## src/rtl/nand_chain_tester.sv

```systemverilog
// Sweeps all 16 input vectors through an external four-input NAND chain and
// checks its e/f/g outputs against the expected logic values.
module nand_chain_tester #(
  parameter int unsigned SETTLE = 2
) (
  input  logic       clk,
  input  logic       reset,
  input  logic       start,
  input  logic       e_in,
  input  logic       f_in,
  input  logic       g_in,
  output logic       a,
  output logic       b,
  output logic       c,
  output logic       d,
  output logic       busy,
  output logic       done,
  output logic       pass,
  output logic [4:0] err_count,
  output logic [3:0] first_fail,
  output logic       fail_valid
);

  // state | meaning
  // IDLE  | waiting for start; results from the last sweep held
  // HOLD  | vector driven, waiting SETTLE cycles for the chain to settle
  // CHECK | compare chain outputs with expected values, advance vector
  // FIN   | one-cycle done pulse, pass latched
  typedef enum logic [1:0] {
    IDLE  = 2'd0,
    HOLD  = 2'd1,
    CHECK = 2'd2,
    FIN   = 2'd3
  } state_t;

  localparam logic [3:0] SETTLE_L = 4'(SETTLE);

  if (SETTLE < 1 || SETTLE > 15) begin : g_bad_settle
    $error("nand_chain_tester: SETTLE must be in 1..15");
  end

  state_t     state_q;
  logic [3:0] idx_q;
  logic [3:0] hold_cnt_q;
  logic [4:0] err_q;
  logic [3:0] first_fail_q;
  logic       fail_valid_q;
  logic       pass_q;
  logic       busy_q;
  logic       done_q;

  logic       exp_e;
  logic       exp_f;
  logic       exp_g;
  logic       mismatch_d;
  logic [4:0] err_d;

  always_comb begin
    exp_e      = ~(idx_q[3] & idx_q[2]);
    exp_f      = ~(idx_q[1] & exp_e);
    exp_g      = ~(idx_q[0] & exp_f);
    mismatch_d = (e_in != exp_e) | (f_in != exp_f) | (g_in != exp_g);
    err_d      = err_q;
    if (mismatch_d && err_q != 5'd16) begin
      err_d = err_q + 5'd1;
    end
  end

  always_ff @(posedge clk) begin
    if (reset) begin
      state_q      <= IDLE;
      idx_q        <= 4'd0;
      hold_cnt_q   <= 4'd0;
      err_q        <= 5'd0;
      first_fail_q <= 4'd0;
      fail_valid_q <= 1'b0;
      pass_q       <= 1'b0;
      busy_q       <= 1'b0;
      done_q       <= 1'b0;
    end else begin
      case (state_q)
        IDLE: begin
          if (start) begin
            state_q      <= HOLD;
            idx_q        <= 4'd0;
            hold_cnt_q   <= SETTLE_L;
            err_q        <= 5'd0;
            first_fail_q <= 4'd0;
            fail_valid_q <= 1'b0;
            pass_q       <= 1'b0;
            busy_q       <= 1'b1;
          end
        end
        HOLD: begin
          if (hold_cnt_q == 4'd1) begin
            state_q <= CHECK;
          end else begin
            hold_cnt_q <= hold_cnt_q - 4'd1;
          end
        end
        CHECK: begin
          err_q <= err_d;
          if (mismatch_d && !fail_valid_q) begin
            first_fail_q <= idx_q;
            fail_valid_q <= 1'b1;
          end
          // idx stays at 15 after the last vector so a..d hold the final stimulus
          if (idx_q == 4'd15) begin
            state_q <= FIN;
            busy_q  <= 1'b0;
            done_q  <= 1'b1;
            pass_q  <= (err_d == 5'd0);
          end else begin
            state_q    <= HOLD;
            idx_q      <= idx_q + 4'd1;
            hold_cnt_q <= SETTLE_L;
          end
        end
        FIN: begin
          state_q <= IDLE;
          done_q  <= 1'b0;
        end
        default: begin
          state_q <= IDLE;
          busy_q  <= 1'b0;
          done_q  <= 1'b0;
        end
      endcase
    end
  end

  assign a          = idx_q[3];
  assign b          = idx_q[2];
  assign c          = idx_q[1];
  assign d          = idx_q[0];
  assign busy       = busy_q;
  assign done       = done_q;
  assign pass       = pass_q;
  assign err_count  = err_q;
  assign first_fail = first_fail_q;
  assign fail_valid = fail_valid_q;

endmodule

```

## config.mk

```make
export PLATFORM = sky130hd
export DESIGN_NAME = nand_chain_tester
export DESIGN_NICKNAME = d
export VERILOG_FILES = /design/src/rtl/nand_chain_tester.sv
export SDC_FILE = /design/constraint.sdc
export NUM_CORES = 1
export LEC_CHECK = 0
export ABC_AREA = 1
export BUFFER_PORTS_ARGS = -buffer_cell sky130_fd_sc_hd__buf_2
export CAP_MARGIN = 20
export CORE_UTILIZATION = 45
export CTS_BUF_LIST = sky130_fd_sc_hd__clkbuf_2 sky130_fd_sc_hd__clkbuf_4 sky130_fd_sc_hd__clkbuf_8
export CTS_CLUSTER_DIAMETER = 80
export CTS_CLUSTER_SIZE = 40
export DETAILED_ROUTE_END_ITERATION = 8
export GPL_ROUTABILITY_DRIVEN = 1
export MAX_ROUTING_LAYER = met4
export PLACE_DENSITY_LB_ADDON = 0.08
export SLEW_MARGIN = 20
export SYNTH_ARGS = -nofsm -noshare
export SYNTH_HDL_FRONTEND = slang
export SYNTH_SLANG_ARGS = --single-unit
```

## constraint.sdc

```tcl
create_clock -name clk -period 2.8 [get_ports clk]
set_clock_uncertainty 0.05 [all_clocks]
set_input_delay 0.28 -clock clk [delete_from_list [all_inputs] [get_ports clk]]
set_output_delay 0.28 -clock clk [all_outputs]
set_load 0.05 [all_outputs]
```

# ---- After elaboration in Yosys (flattened, before gate mapping)
# Cells that the tools add are included.
dict set report classes {
  n_addsub 3
  n_eq_ne 15
  mux 26
  bitwise_logic 8
  n_reduce_logical 15
}
# op n
set ops {}
lappend ops {{two-way mux 4 bit} 6}
lappend ops {{case mux 4 bit (2 select lines)} 2}
lappend ops {{!= test 2 bit, second input constant} 6}
lappend ops {{case mux 4 bit (3 select lines)} 1}
lappend ops {{two-way mux 5 bit} 2}
lappend ops {{case mux 5 bit (2 select lines)} 1}
lappend ops {{AND reduction 3 bit} 3}
lappend ops {{case mux 1 bit (2 select lines)} 4}
lappend ops {{case mux 2 bit (4 select lines)} 1}
lappend ops {{two-way mux 1 bit} 6}
lappend ops {{two-way mux 2 bit} 3}
lappend ops {{AND reduction 2 bit} 3}
lappend ops {{adder 5 x 1 -> 5 bit, second input constant} 1}
lappend ops {{zero test 5 bit} 1}
lappend ops {{!= test 5 bit, second input constant} 1}
lappend ops {{adder 4 x 1 -> 4 bit, second input constant} 1}
lappend ops {{equality test 2 bit, second input constant} 2}
lappend ops {{equality test 4 x 1 -> 1 bit, second input constant} 1}
lappend ops {{equality test 4 bit, second input constant} 1}
lappend ops {{AND reduction 4 bit} 1}
lappend ops {{nonzero test 2 bit} 2}
lappend ops {{subtractor 4 x 1 -> 4 bit, second input constant} 1}
lappend ops {{bitwise AND 1 bit} 3}
lappend ops {{!= test 1 bit} 3}
lappend ops {{7 further kinds} 11}
dict set report word_totals {
  reg_bits 23
  inputBits 6
  word_cells 76
}

# ---- Logic depth before layout (Yosys ltp)
# Gate-level depths: netlist of the first run.
dict set report depth {
  word_depth 13
  ltp_mapped 14
  mapped_depth_nobuf 14
}

# ---- Worst setup path before layout of the first run
# OpenSTA, ideal clock, no wires.
dict set report synth_timing {
  kind {register -> register}
  start {reg idx_q[2]}
  end {reg first_fail_q[0] (netlist: first_fail[0])}
  setup_time_ns 0.132
  arrival_time_ns 1.653
  t_required_ns 2.618
  slack_ns 0.965
  stages_incl_launch_ff 12
  n_path_buf 0
  synth_period_minus_slack_ns 1.835
  path_cell_list {dfxtp_1 -> nand2_2 -> nand2_2 -> nand3_1 -> nand2_1 -> inv_2 -> nand2_4 -> nand2_2 -> a21oi_4 -> inv_2 -> nand2_1 -> a21oi_1}
}
dict set report synth_between {
  elab_chain_cells 11
  elab_cells_between_ends 14
  classes_between {eq/ne: 4; bitwise: 8; reduce/logical: 2}
}
# element line_no
set synth_lines {}
lappend synth_lines {{start, declared} 43} ;# logic [3:0] idx_q;
lappend synth_lines {{start signal, assigned} 115} ;# idx_q <= idx_q + 4'd1;
lappend synth_lines {{bitwise AND 1 bit (*)} 59} ;# exp_e = ~(idx_q[3] & idx_q[2]);
lappend synth_lines {{inverter 1 bit (*)} 59}
lappend synth_lines {{bitwise AND 1 bit} 60} ;# exp_f = ~(idx_q[1] & exp_e);
lappend synth_lines {{inverter 1 bit} 60}
lappend synth_lines {{bitwise AND 1 bit} 61} ;# exp_g = ~(idx_q[0] & exp_f);
lappend synth_lines {{inverter 1 bit} 61}
lappend synth_lines {{!= test 1 bit} 62} ;# mismatch_d = (e_in != exp_e) | (f_in != exp_f) | (g_in != exp_g);
lappend synth_lines {{OR 1 bit (*)} 62}
lappend synth_lines {{logical AND 1 bit (*)} 103} ;# if (mismatch_d && !fail_valid_q) begin
lappend synth_lines {{!= test 2 bit (no line) (*)} --}
lappend synth_lines {{AND reduction 3 bit (no line) (*)} --}
lappend synth_lines {{end signal, assigned} 104} ;# first_fail_q <= idx_q;
lappend synth_lines {{end, declared} 46} ;# logic [3:0] first_fail_q;
# Mark *: on every way between the ends. The rest lies on a longest branch, timed or not.
# A chain may end at the register's enable or synchronous reset.

# ---- Worst setup path after layout of the first run
dict set report layout_timing {
  start {reg state_q[1]}
  end {reg idx_q[3]}
}
dict set report layout_between {
  elab_chain_cells 3
  elab_cells_between_ends 7
  classes_between {eq/ne: 3; mux: 1; reduce/logical: 3}
}
# element line_no
set layout_lines {}
lappend layout_lines {{start, declared} 42} ;# state_t state_q;
lappend layout_lines {{start signal, assigned} 71} ;# state_q <= IDLE;
lappend layout_lines {{start signal, assigned} 84} ;# state_q <= HOLD;
lappend layout_lines {{start signal, assigned} 96} ;# state_q <= CHECK;
lappend layout_lines {{equality test 2 bit or zero test 2 bit (tied branches)} 81} ;# case (state_q)
lappend layout_lines {{!= test 2 bit (no line) or nonzero test 2 bit (tied branches)} --}
lappend layout_lines {{AND reduction 3 bit (no line)} --}
# Several ways; a longest one is shown, not always the timed one.

==> results of run 1 <==
-- synth_stat cells (all sizes together) --
library cell and instances:
xnor2 2, ha 5, xor2 3, nor2 13, nand2 47, nand4 2
nand3b 1, o211a 1, inv 25, or2 1, a21oi 18, a311oi 1
dfxtp 23, clkbuf 3, nand3 20, o21ai 7, a22oi 1
-- cells in the final DEF, fill, tap and decap left out, drive strengths merged, types with 3 or more instances in the layout --
cell    netlist  final
buf           0     22
ha            5      5
xor2          3      3
nor2         13     13
inv          25     25
o21ai         7      7
clkbuf        3      3
nand3        20     20
dfxtp        23     23
a21oi        18     18
nand2        47     47
-- final timing paths --
check | start | endpoint | slack [ns]
setup / recovery | state_q[1] | idx_q[3] | 0.65
hold / removal | reset | pass | 0.28
setup reg to reg | state_q[1] | idx_q[3] | 0.65
hold reg to reg | first_fail[0] | first_fail[0] | 0.42
-- final cells by class --
cell class / count / area [um2]
repair buffers: 22 / 110.1
well taps: 30 / 37.54
flip-flops and latches: 23 / 460.4
clock buffers: 3 / 22.52
multi-input cells: 122 / 656.9
clock inverters: 1 / 5.005
inverters: 25 / 93.84
fillers: 243 / 1136
-- power groups by stage --
| stage | sequential (mW) | clock [mW] | combinational (mW) |
|---|---|---|---|
| finish | 0.356 | 0.156 | 0.138 |
| global route | 0.358 | 0.170 | 0.154 |
| CTS | 0.356 | 0.161 | 0.137 |
| detailed placement | 0.363 | 0 | 0.136 |
| global placement | 0.362 | 0 | 0.132 |
| floorplan | 0.375 | 0 | 0.0923 |
-- sequential cells by signal, summed over array words and instances, names as in the netlist --
register and flops:
hold_cnt_q 4, err_count 5, idx_q 4, fail_valid 1
busy 1, done 1, pass 1, state_q 2
first_fail 4
-- metal layers --
| layer | share of wire (%) | vias up |
|---|---|---|
| met5 | 0 | - |
| met4 | 1.2 | 0 |
| met3 | 3.3 | 4 |
| met2 | 49 | 25 |
| met1 | 47 | 511 |
| li1 | - | 601 |
-- cells by family after synthesis --
kind of cell,after synthesis
compound gates,28
xor+xnor,5
fa+ha+maj,5
buf+inv,28
flops,23
simple gates,84
-- critical path, cell delays in order (launching register included) --
cell and delay [ns]:
dfxtp_1 0.45, inv_1 0.09, nor2_1 0.57, nand3_1 0.24, inv_1 0.20, nor2_1 0.11, nand4_1 0.14, xor2_1 0.15
nor2_1 0.06
==> metrics.md, run 1 <==
| Metric | Value |
|---|---|
| First-pass GRT wire length | `4.008 mm` |
| Crit Path Category | `reg -> reg` |
| Synth warnings | `0` |
| Clk network pwr share | `24.0%` |
| Vias | `1,141` |
| Mux share of post-synthesis cell area | `0%` |
| Synth Area in Adders | `5.118%` |
| Initial antenna violation count | `0` |
| Port-buffer cells | `22` |
| Int Pwr | `0.4382 mW` |
| DR iter-0 viols | `29` |
| Synth top area share | `37.67%` |
| Final setup fails | `0` |
| Dpl ws | `0.6697 ns` |
| DP HPWL | `1.985 mm` |
| Synth area leaders | `dfxtp_1, nand2_1, nand3_1, inv_1, a21oi_1` |
| Synthesized area | `1222 um2` |
| Slew margin rel. | `50.97%` |
| Total wire length | `2.593 mm` |
| WHS Path Cells | `2` |
| Inserted Diodes | `0` |
| Met3 Use GR | `3.107%` |
| Post-Syn Instances | `173` |
| Layout Utilization | `54.96%` |
| Clk slew on worst S/H paths | `0.13 ns` |
| Via density | `5.049` |
| Compound-cell area share of the yosys netlist | `14.23%` |
| Synthesized flop and latch total | `23` |
| H-tree depth | `1` |
| CP startpoint kind | `flip-flop` |
| Reg2Reg Depth | `8` |
| Cells after DPL | `222` |
| Biggest area consumer among synthesized cells | `dfxtp_1` |
| Fin crit period | `2.147 ns` |
| Cell Area, Placed | `1359 um2` |
| Max Cap Viol | `0` |
| Core ar. | `2522 um2` |
| Hold Fails Final Rpt | `0` |
| Worst skew pair latency | `0.31 ns` |
| Clock root buffer | `clkbuf_4` |
| Finished Layout Cells | `226` |
| Die H | `54.12 um` |
| Logic pwr share | `21.2%` |
| Period utilisation layout | `76.68%` |
| Starting Density | `48.46%` |
| Syn nets | `184` |
| Fmax | `465.8 MHz` |
| Overflow after GRT | `0` |
| WP data arrival | `2.32 ns` |
| Post-synthesis sequential area ratio | `37.67%` |
| Final worst slack | `0.6529 ns` |
| Num Clock Sinks | `23` |
| Synth Area in XOR/XNOR | `3.582%` |
| Pin count of the biggest net entering global routing | `18` |
| Crit-path max FO | `12` |
| Final Total Pwr | `0.6492 mW` |
| Area grow syn2layout | `13.41%` |
| Power per cell area | `468.3 nW/um2` |
| Setup bufs post-CTS | `0` |
| Bufs on Longest Clock Path | `2` |
| Nets | `208` |
| Worst EP required | `2.97 ns` |
| Crit end category | `flip-flop` |
| TritonCTS clock tree | `yes` |
| Detailed Routing Iterations Pass 1 | `4` |
| Distinct cells, synth | `25` |
| Horiz. Die Dim | `54.12 um` |
| Post-Synth Simple-Gate Area | `30.81%` |
| Sw Ratio | `32.49%` |
| Mean Syn Cell Area | `7.066 um2` |
| GR Util met1 | `24.24%` |
| Fin Setup TNS | `0 ns` |
| IO Pins | `23` |
| Drc violations | `0` |
| Largest family of logic cells by synthesized area | `simple AND/OR/NAND/NOR gates` |
| CTS Buf Count | `3` |
| Hold Crit Class | `in -> reg` |
| Lkg Pwr | `0.6653 nW` |
| Gr usage total | `19.59%` |
| Maximum vdd drop | `0.3140 mV` |
| Sequential share of power | `54.8%` |
| Net Switching | `0.2109 mW` |
| Die area | `2929 um2` |
| Post-DRT Antenna Nets | `0` |
| Routability cong. | `0.7958` |
| Row count | `18` |
| RSZ-0062 raised after global routing | `no` |
| Wire per inst | `11.47 um` |
| Cell area after layout | `1386 um2` |
| Status | `finished clean` |
| Min Hold Slack | `0.2791 ns` |
| Worst slew pin tran | `0.7327 ns` |
| Met2 Track Usage GR | `31.30%` |
| Vias in the first global route | `944` |
| Share of cells above drive strength 1 | `19.90%` |
| Global routing's busiest layer | `met2` |
| # resized after CTS | `0` |
| Hold buffer count at cts | `0` |
| Max Slew Vio Count | `0` |
(Power assumes the default switching activity.)
==> run 2: changes to the inputs <==
--- a/config.mk
+++ b/config.mk
@@ -5,7 +5,7 @@
 export SDC_FILE = /design/constraint.sdc
 export NUM_CORES = 1
 export LEC_CHECK = 0
-export ABC_AREA = 1
+export ABC_AREA = 0
 export BUFFER_PORTS_ARGS = -buffer_cell sky130_fd_sc_hd__buf_2
 export CAP_MARGIN = 20
 export CORE_UTILIZATION = 45
==> constraint.sdc (replaced) <==
create_clock -name clk -period 2.17 [get_ports clk]
set_clock_uncertainty 0.05 [all_clocks]
set_input_delay 0.217 -clock clk [delete_from_list [all_inputs] [get_ports clk]]
set_output_delay 0.217 -clock clk [all_outputs]
set_load 0.05 [all_outputs]
==> metrics.md, run 2 <==
| Metric | Value |
|---|---|
| Post-DRT Antenna Nets | `0 (unchanged)` |
| First-pass GRT wire length | `4.547 mm (was 4.008 mm)` |
| Clk slew on worst S/H paths | `0.13 ns (about the same)` |
| Hold buffer count at cts | `0 (unchanged)` |
| CP startpoint kind | `flip-flop (unchanged)` |
| Hold Fails Final Rpt | `0 (unchanged)` |
| Setup bufs post-CTS | `0 (unchanged)` |
| Worst EP required | `2.39 ns (was 2.97 ns)` |
| Hold EP | `fail_valid (was pass)` |
| Biggest area consumer among synthesized cells | `dfxtp_1 (unchanged)` |
| DR iter-0 viols | `28 (was 29)` |
| Max Slew Vio Count | `0 (unchanged)` |
| Multi-input logic area | `758.2 um2 (was 656.9 um2)` |
| Mean Syn Cell Area | `8.408 um2 (was 7.066 um2)` |
| Num Clock Sinks | `23 (unchanged)` |
| Crit end category | `flip-flop (unchanged)` |
| Synth warnings | `0 (unchanged)` |
| Sequential Area | `461.7 um2 (was 460.4 um2)` |
| Post-synth EDFFs | `0 (unchanged)` |
| Wire per inst | `13.52 um (was 11.47 um)` |
| Synth top area share | `36.51% (was 37.67%)` |
| Via density | `5.757 (was 5.049)` |
| Worst skew pair latency | `0.31 ns (about the same)` |
| Nets | `188 (was 208)` |
| CP max stage delay | `0.51 ns (was 0.57 ns)` |
| Total wire length | `2.785 mm (was 2.593 mm)` |
| CTS Buf Count | `3 (unchanged)` |
| Drc violations | `0 (unchanged)` |
| Flop2flop setup slack | `0.20 ns (was 0.65 ns)` |
| Status | `finished clean (unchanged)` |
| Fin crit period | `1.968 ns (was 2.147 ns)` |
| Fmax | `508.2 MHz (was 465.8 MHz)` |
| TritonCTS clock tree | `yes (unchanged)` |
| Inserted Diodes | `0 (unchanged)` |
| Reg2Reg Depth | `6 (was 8)` |
| DP HPWL | `2.096 mm (was 1.985 mm)` |
| Overflow after GRT | `0 (unchanged)` |
| H-tree depth | `1 (unchanged)` |
| Post-synthesis sequential area ratio | `36.51% (was 37.67%)` |
| Count leader, synth | `dfxtp_1 (was nand2_1)` |
| Max Cap Viol | `0 (unchanged)` |
| Most frequent cells in the layout | `dfxtp_1, buf_2, nor2_1, a21oi_1, nand2_1 (was nand2_1, inv_1, dfxtp_1, buf_2, nand3_1)` |
| Post-Syn Instances | `150 (was 173)` |
| Asr flop ratio synth | `0% (unchanged)` |
| Die area | `3018 um2 (was 2929 um2)` |
| Fin Setup TNS | `0 ns (unchanged)` |
| Min Hold Slack | `0.2381 ns (was 0.2791 ns)` |
| IO Pins | `23 (unchanged)` |
| Lkg Pwr | `0.6078 nW (was 0.6653 nW)` |
| Syn nets | `161 (was 184)` |
| Row count | `18 (unchanged)` |
| Port-buffer cells | `22 (unchanged)` |
| Synth cell count leaders | `dfxtp_1, nor2_1, a21oi_1, nand2_1, inv_1 (was nand2_1, dfxtp_1, inv_1)` |
| Crit-path max FO | `8 (was 12)` |
| Clock root buffer | `clkbuf_4 (unchanged)` |
| Synth area leaders | `dfxtp_1, nor2_1, ha_1, a21oi_1, nand2_1 (was dfxtp_1, nand2_1, nand3_1, inv_1, a21oi_1)` |
| Vias | `1,186 (was 1,141)` |
| Hold Crit Start | `start (was reset)` |
| Top_reg_cell synth | `dfxtp_1 (unchanged)` |
| Worst slew pin tran | `0.5649 ns (was 0.7327 ns)` |
| Power per cell area | `541.9 nW/um2 (was 468.3 nW/um2)` |
| Final setup fails | `0 (unchanged)` |
| Routability cong. | `0.8370 (was 0.7958)` |
| Max reg flops | `5 (unchanged)` |
| Slowest CP cell | `o31ai_2 (was nor2_1)` |
| Share of cells above drive strength 1 | `22.73% (was 19.90%)` |
| Fillers | `249 (was 243)` |
| Period utilisation layout | `90.68% (was 76.68%)` |
| Crit Path Category | `reg -> reg (unchanged)` |
| # resized after CTS | `0 (unchanged)` |
| Bufs on Longest Clock Path | `2 (unchanged)` |
| Synthesized area | `1261 um2 (was 1222 um2)` |
| Pin count of the biggest net entering global routing | `24 (was 18)` |
| RSZ-0062 raised after global routing | `no (unchanged)` |
| Gr usage total | `21.58% (was 19.59%)` |
| Horiz. Die Dim | `54.94 um (was 54.12 um)` |
| Core ar. | `2567 um2 (was 2522 um2)` |
| Synthesized flop and latch total | `23 (unchanged)` |
| Detailed Routing Iterations Pass 1 | `4 (unchanged)` |
| Slew margin rel. | `62.11% (was 50.97%)` |
| WHS Path Cells | `4 (was 2)` |
| Maximum vdd drop | `0.3866 mV (was 0.3140 mV)` |
| Starting Density | `49.12% (was 48.46%)` |
| Crit path cell chain | `and2_4 > o31ai_2 > nand2_2 > a211o_2 > nand3_1 > a31o_1 (was inv_1 > nor2_1 > nand3_1 > inv_1 > nor2_1 > nand4_1 > xor2_1 > nor2_1)` |
| Distinct cells, synth | `41 (was 25)` |
| Die H | `54.94 um (was 54.12 um)` |
| WP data arrival | `2.19 ns (was 2.32 ns)` |
| RR Endpoint | `pass (was idx_q[3])` |
| Hold Crit Class | `in -> reg (unchanged)` |
| RR Startpoint | `idx_q[2] (was state_q[1])` |
| Vias in the first global route | `1,003 (was 944)` |
| Area grow syn2layout | `15.28% (was 13.41%)` |
| Initial antenna violation count | `0 (unchanged)` |
## run 2: metal layers
metal | wire length (um) | GRT usage, %
met1 | 1373 | 28.79
met2 | 1236 | 33.73
met3 | 160 | 4.918
met4 | 15 | 3.750
met5 | 0 | -
## run 2: metrics by stage
stage / cells / power [mW] / instance area [um2] / setup slack, ns / util [%]
6_report: 206 / 0.7879 / 1454 / 0.2022 / 56.63
5_1_grt: 206 / 0.8300 / 1454 / 0.04853 / 56.63
4_1_cts: 206 / 0.7977 / 1454 / 0.2073 / 56.63
3_5_place_dp: 202 / 0.5928 / 1424 / 0.2246 / 55.46
3_3_place_gp: 202 / 0.5901 / 1424 / 0.2747 / 55.46
2_1_floorplan: 150 / 0.5574 / 1262 / 0.01845 / -
## run 2: final cells by class
cell class / count / area share (%)
repair buffers: 26 / 9.639
inverters: 7 / 1.807
well taps: 30 / 2.582
clock buffers: 3 / 1.549
multi-input cells: 116 / 52.15
clock inverters: 1 / 0.5164
flip-flops and latches: 23 / 31.76
## run 2: cell families (layout without fill, tap and decap cells)
family,count (synthesis),after routing,share of synthesized area (%)
AOI/OAI and AO/OA,42,42,24.90
buffers and inverters,11,37,3.373
and+or+nand+nor,61,61,24.70
adders and majority gates,5,5,4.960
xor gates and xnor gates,8,8,5.556
DFF,23,23,36.51
## run 2: how the worst max path moves through the flow
stage | from | end | depth (start not counted)
final | idx_q[2] | pass | 6
after global routing | idx_q[1] | err_count[4] | 6
after CTS | idx_q[1] | err_count[4] | 6
after detailed placement | idx_q[1] | err_count[4] | 6
after global placement | idx_q[2] | pass | 6
after floorplan | idx_q[2] | err_count[4] | 6
## run 2: critical path: cells and delay by family (launching register included)
family / cells / cell delay [ns]
simple gates: 3 / 0.47
compound gates: 3 / 0.99
flops: 1 / 0.41
## run 2: power breakdown
group / internal, mW / leakage (nW) / switching (mW)
logic: 0.0554 / 0.407 / 0.0773
registers: 0.437 / 0.187 / 0.0142
clock network: 0.0703 / 0.0139 / 0.133
total: 0.563 / 0.608 / 0.225
==> run 3: changes to the inputs <==
--- a/config.mk
+++ b/config.mk
@@ -8,12 +8,13 @@
 export ABC_AREA = 0
 export BUFFER_PORTS_ARGS = -buffer_cell sky130_fd_sc_hd__buf_2
 export CAP_MARGIN = 20
-export CORE_UTILIZATION = 45
+export CORE_UTILIZATION = 57
 export CTS_BUF_LIST = sky130_fd_sc_hd__clkbuf_2 sky130_fd_sc_hd__clkbuf_4 sky130_fd_sc_hd__clkbuf_8
 export CTS_CLUSTER_DIAMETER = 80
 export CTS_CLUSTER_SIZE = 40
 export DETAILED_ROUTE_END_ITERATION = 8
 export GPL_ROUTABILITY_DRIVEN = 1
+export HOLD_SLACK_MARGIN = 0.06
 export MAX_ROUTING_LAYER = met4
 export PLACE_DENSITY_LB_ADDON = 0.08
 export SLEW_MARGIN = 20
==> metrics.md, run 3 (same netlist as run 2, synthesis figures left out) <==
| Metric | Value |
|---|---|
| Crit-path max FO | `8 (unchanged)` |
| RSZ-0062 raised after global routing | `no (unchanged)` |
| Clk slew on worst S/H paths | `0.13 ns (about the same)` |
| Hold Crit Start | `start (unchanged)` |
| Routability cong. | `0.8640 (was 0.8370)` |
| Worst skew pair latency | `0.32 ns (was 0.31 ns)` |
| Nets | `187 (was 188)` |
| Maximum vdd drop | `0.4975 mV (was 0.3866 mV)` |
| Via density | `5.851 (was 5.757)` |
| Fmax | `497.7 MHz (was 508.2 MHz)` |
| Setup bufs post-CTS | `0 (unchanged)` |
| Layout Utilization | `71.23% (was 56.63%)` |
| Worst slew pin tran | `0.5877 ns (was 0.5649 ns)` |
| Period utilisation layout | `92.59% (was 90.68%)` |
| Reg2Reg Depth | `6 (unchanged)` |
| First-pass GRT wire length | `5.030 mm (was 4.547 mm)` |
| Max Slew Vio Count | `0 (unchanged)` |
| Horiz. Die Dim | `49.04 um (was 54.94 um)` |
| Gr usage total | `27.61% (was 21.58%)` |
| Share of cells above drive strength 1 | `22.29% (was 22.73%)` |
| Vias in the first global route | `1,107 (was 1,003)` |
| Starting Density | `62.38% (was 49.12%)` |
| Inserted Diodes | `0 (unchanged)` |
| Vias | `1,182 (was 1,186)` |
| DP HPWL | `2.124 mm (was 2.096 mm)` |
| Clock root buffer | `clkbuf_4 (unchanged)` |
| Worst EP required | `2.38 ns (was 2.39 ns)` |
| DR iter-0 viols | `31 (was 28)` |
| Initial antenna violation count | `0 (unchanged)` |
| Status | `finished clean (unchanged)` |
| Slew margin rel. | `60.58% (was 62.11%)` |
| Num Clock Sinks | `23 (unchanged)` |
| RR Endpoint | `err_count[4] (was pass)` |
| Post-DRT Antenna Nets | `0 (unchanged)` |
| Max Cap Viol | `0 (unchanged)` |
| Most frequent cells in the layout | `dfxtp_1, buf_2, nor2_1, a21oi_1, nand2_1 (unchanged)` |
| Lkg Pwr | `0.6061 nW (was 0.6078 nW)` |
| Detailed Routing Iterations Pass 1 | `4 (unchanged)` |
| Final setup fails | `0 (unchanged)` |
| Hold Fails Final Rpt | `0 (unchanged)` |
| CP top delay family | `compound AO/OA/AOI/OAI gates (unchanged)` |
| Crit Path Category | `reg -> reg (unchanged)` |
| Die H | `49.04 um (was 54.94 um)` |
| Power per cell area | `549.8 nW/um2 (was 541.9 nW/um2)` |
| CP max stage delay | `0.49 ns (was 0.51 ns)` |
| WP data arrival | `2.22 ns (was 2.19 ns)` |
| CP startpoint kind | `flip-flop (unchanged)` |
| Wl on met1 | `1.340 mm (was 1.373 mm)` |
| Crit end category | `flip-flop (unchanged)` |
| Max reg flops | `5 (unchanged)` |
| Flop2flop setup slack | `0.16 ns (was 0.20 ns)` |
| IO Pins | `23 (unchanged)` |
| Core ar. | `2022 um2 (was 2567 um2)` |
| Overflow after GRT | `0 (unchanged)` |
| Highest metal used | `met4 (unchanged)` |
| RR Startpoint | `idx_q[1] (was idx_q[2])` |
| Crit path cell chain | `a21boi_2 > o221ai_4 > a21oi_4 > nand2_1 > or4_1 > a21oi_1 (was and2_4 > o31ai_2 > nand2_2 > a211o_2 > nand3_1 > a31o_1)` |
| Hold EP | `fail_valid (unchanged)` |
| Area grow syn2layout | `14.19% (was 15.28%)` |
| TritonCTS clock tree | `yes (unchanged)` |
| CP Buf/Inv Count | `0 (unchanged)` |
| # resized after CTS | `0 (unchanged)` |
| Die area | `2405 um2 (was 3018 um2)` |
| Total wire length | `2.878 mm (was 2.785 mm)` |
| Row count | `16 (was 18)` |
| Hold buffer count at cts | `0 (unchanged)` |
| Slowest CP cell | `dfxtp_1 (was o31ai_2)` |
| DR WL met3 | `98 um (was 160 um)` |
| Drc violations | `0 (unchanged)` |
| Wire per inst | `14.25 um (was 13.52 um)` |
| Pin count of the biggest net entering global routing | `24 (unchanged)` |
| Fin crit period | `2.009 ns (was 1.968 ns)` |
| Bufs on Longest Clock Path | `2 (unchanged)` |
| H-tree depth | `1 (unchanged)` |
| Port-buffer cells | `22 (unchanged)` |
| Met2 routed WL | `1.401 mm (was 1.236 mm)` |
| Hold Crit Class | `in -> reg (unchanged)` |
| WHS Path Cells | `4 (unchanged)` |
| Fin Setup TNS | `0 ns (unchanged)` |
| CTS Buf Count | `3 (unchanged)` |
-- run 3: cell types whose count changed in the layout (fill, tap and decap cells not counted) --
cell	before	now
buf_4	4	3
clkinv_2	0	1
clkinvlp_4	1	0
-- run 3: power by group --
| part | internal [mW] | total (mW) | switching (mW) |
|---|---|---|---|
| clock network | 0.0690 | 0.205 | 0.136 |
| logic | 0.0556 | 0.135 | 0.0791 |
| registers | 0.437 | 0.452 | 0.0144 |
-- run 3: worst min-delay path, cell delays in order --
cell      delay [ns]
buf_2           0.10
nand2b_1        0.09
nand2_1         0.08
a21oi_1         0.06
-- run 3: area by class of cell --
cell class                 count  area (um2)
tap                           27       33.78
sequential                    23       461.7
fill                         177       581.8
multi-input combinational    116       758.2
clock buffer                   3       22.52
timing repair buffer          25       132.6
inverter                       7       26.28
clock inverter                 1       5.005
-- run 3: how the worst max path moves through the flow --
stage               cells after the start      from  slack, ns      endpoint
floorplan                               6  idx_q[2]       0.02  err_count[4]
global placement                        6  idx_q[2]       0.28          pass
detailed placement                      6  idx_q[1]       0.19  err_count[4]
CTS                                     6  idx_q[1]       0.17  err_count[4]
global route                            6  idx_q[1]       0.04  err_count[4]
finish                                  6  idx_q[1]       0.16  err_count[4]
-- run 3: per-stage QoR --
stage / cells / power [mW] / hold slack [ns] / worst slack [ns] / area [um2]
after floorplan: 150 / 0.5574 / 0.3622 / 0.01845 / 1262
after global placement: 198 / 0.5882 / 0.4186 / 0.2837 / 1413
after detailed placement: 198 / 0.5951 / 0.4303 / 0.1940 / 1413
after CTS: 202 / 0.7920 / 0.2226 / 0.1691 / 1440
after global routing: 202 / 0.8263 / 0.2561 / 0.04002 / 1440
final: 202 / 0.7918 / 0.2169 / 0.1609 / 1440
-- run 3: routing by layer --
layer | up-vias | GRT usage (%)
met5 | - | -
met4 | 0 | 8.824
met3 | 6 | 3.427
met2 | 29 | 45.83
met1 | 557 | 34.82
li1 | 590 | -
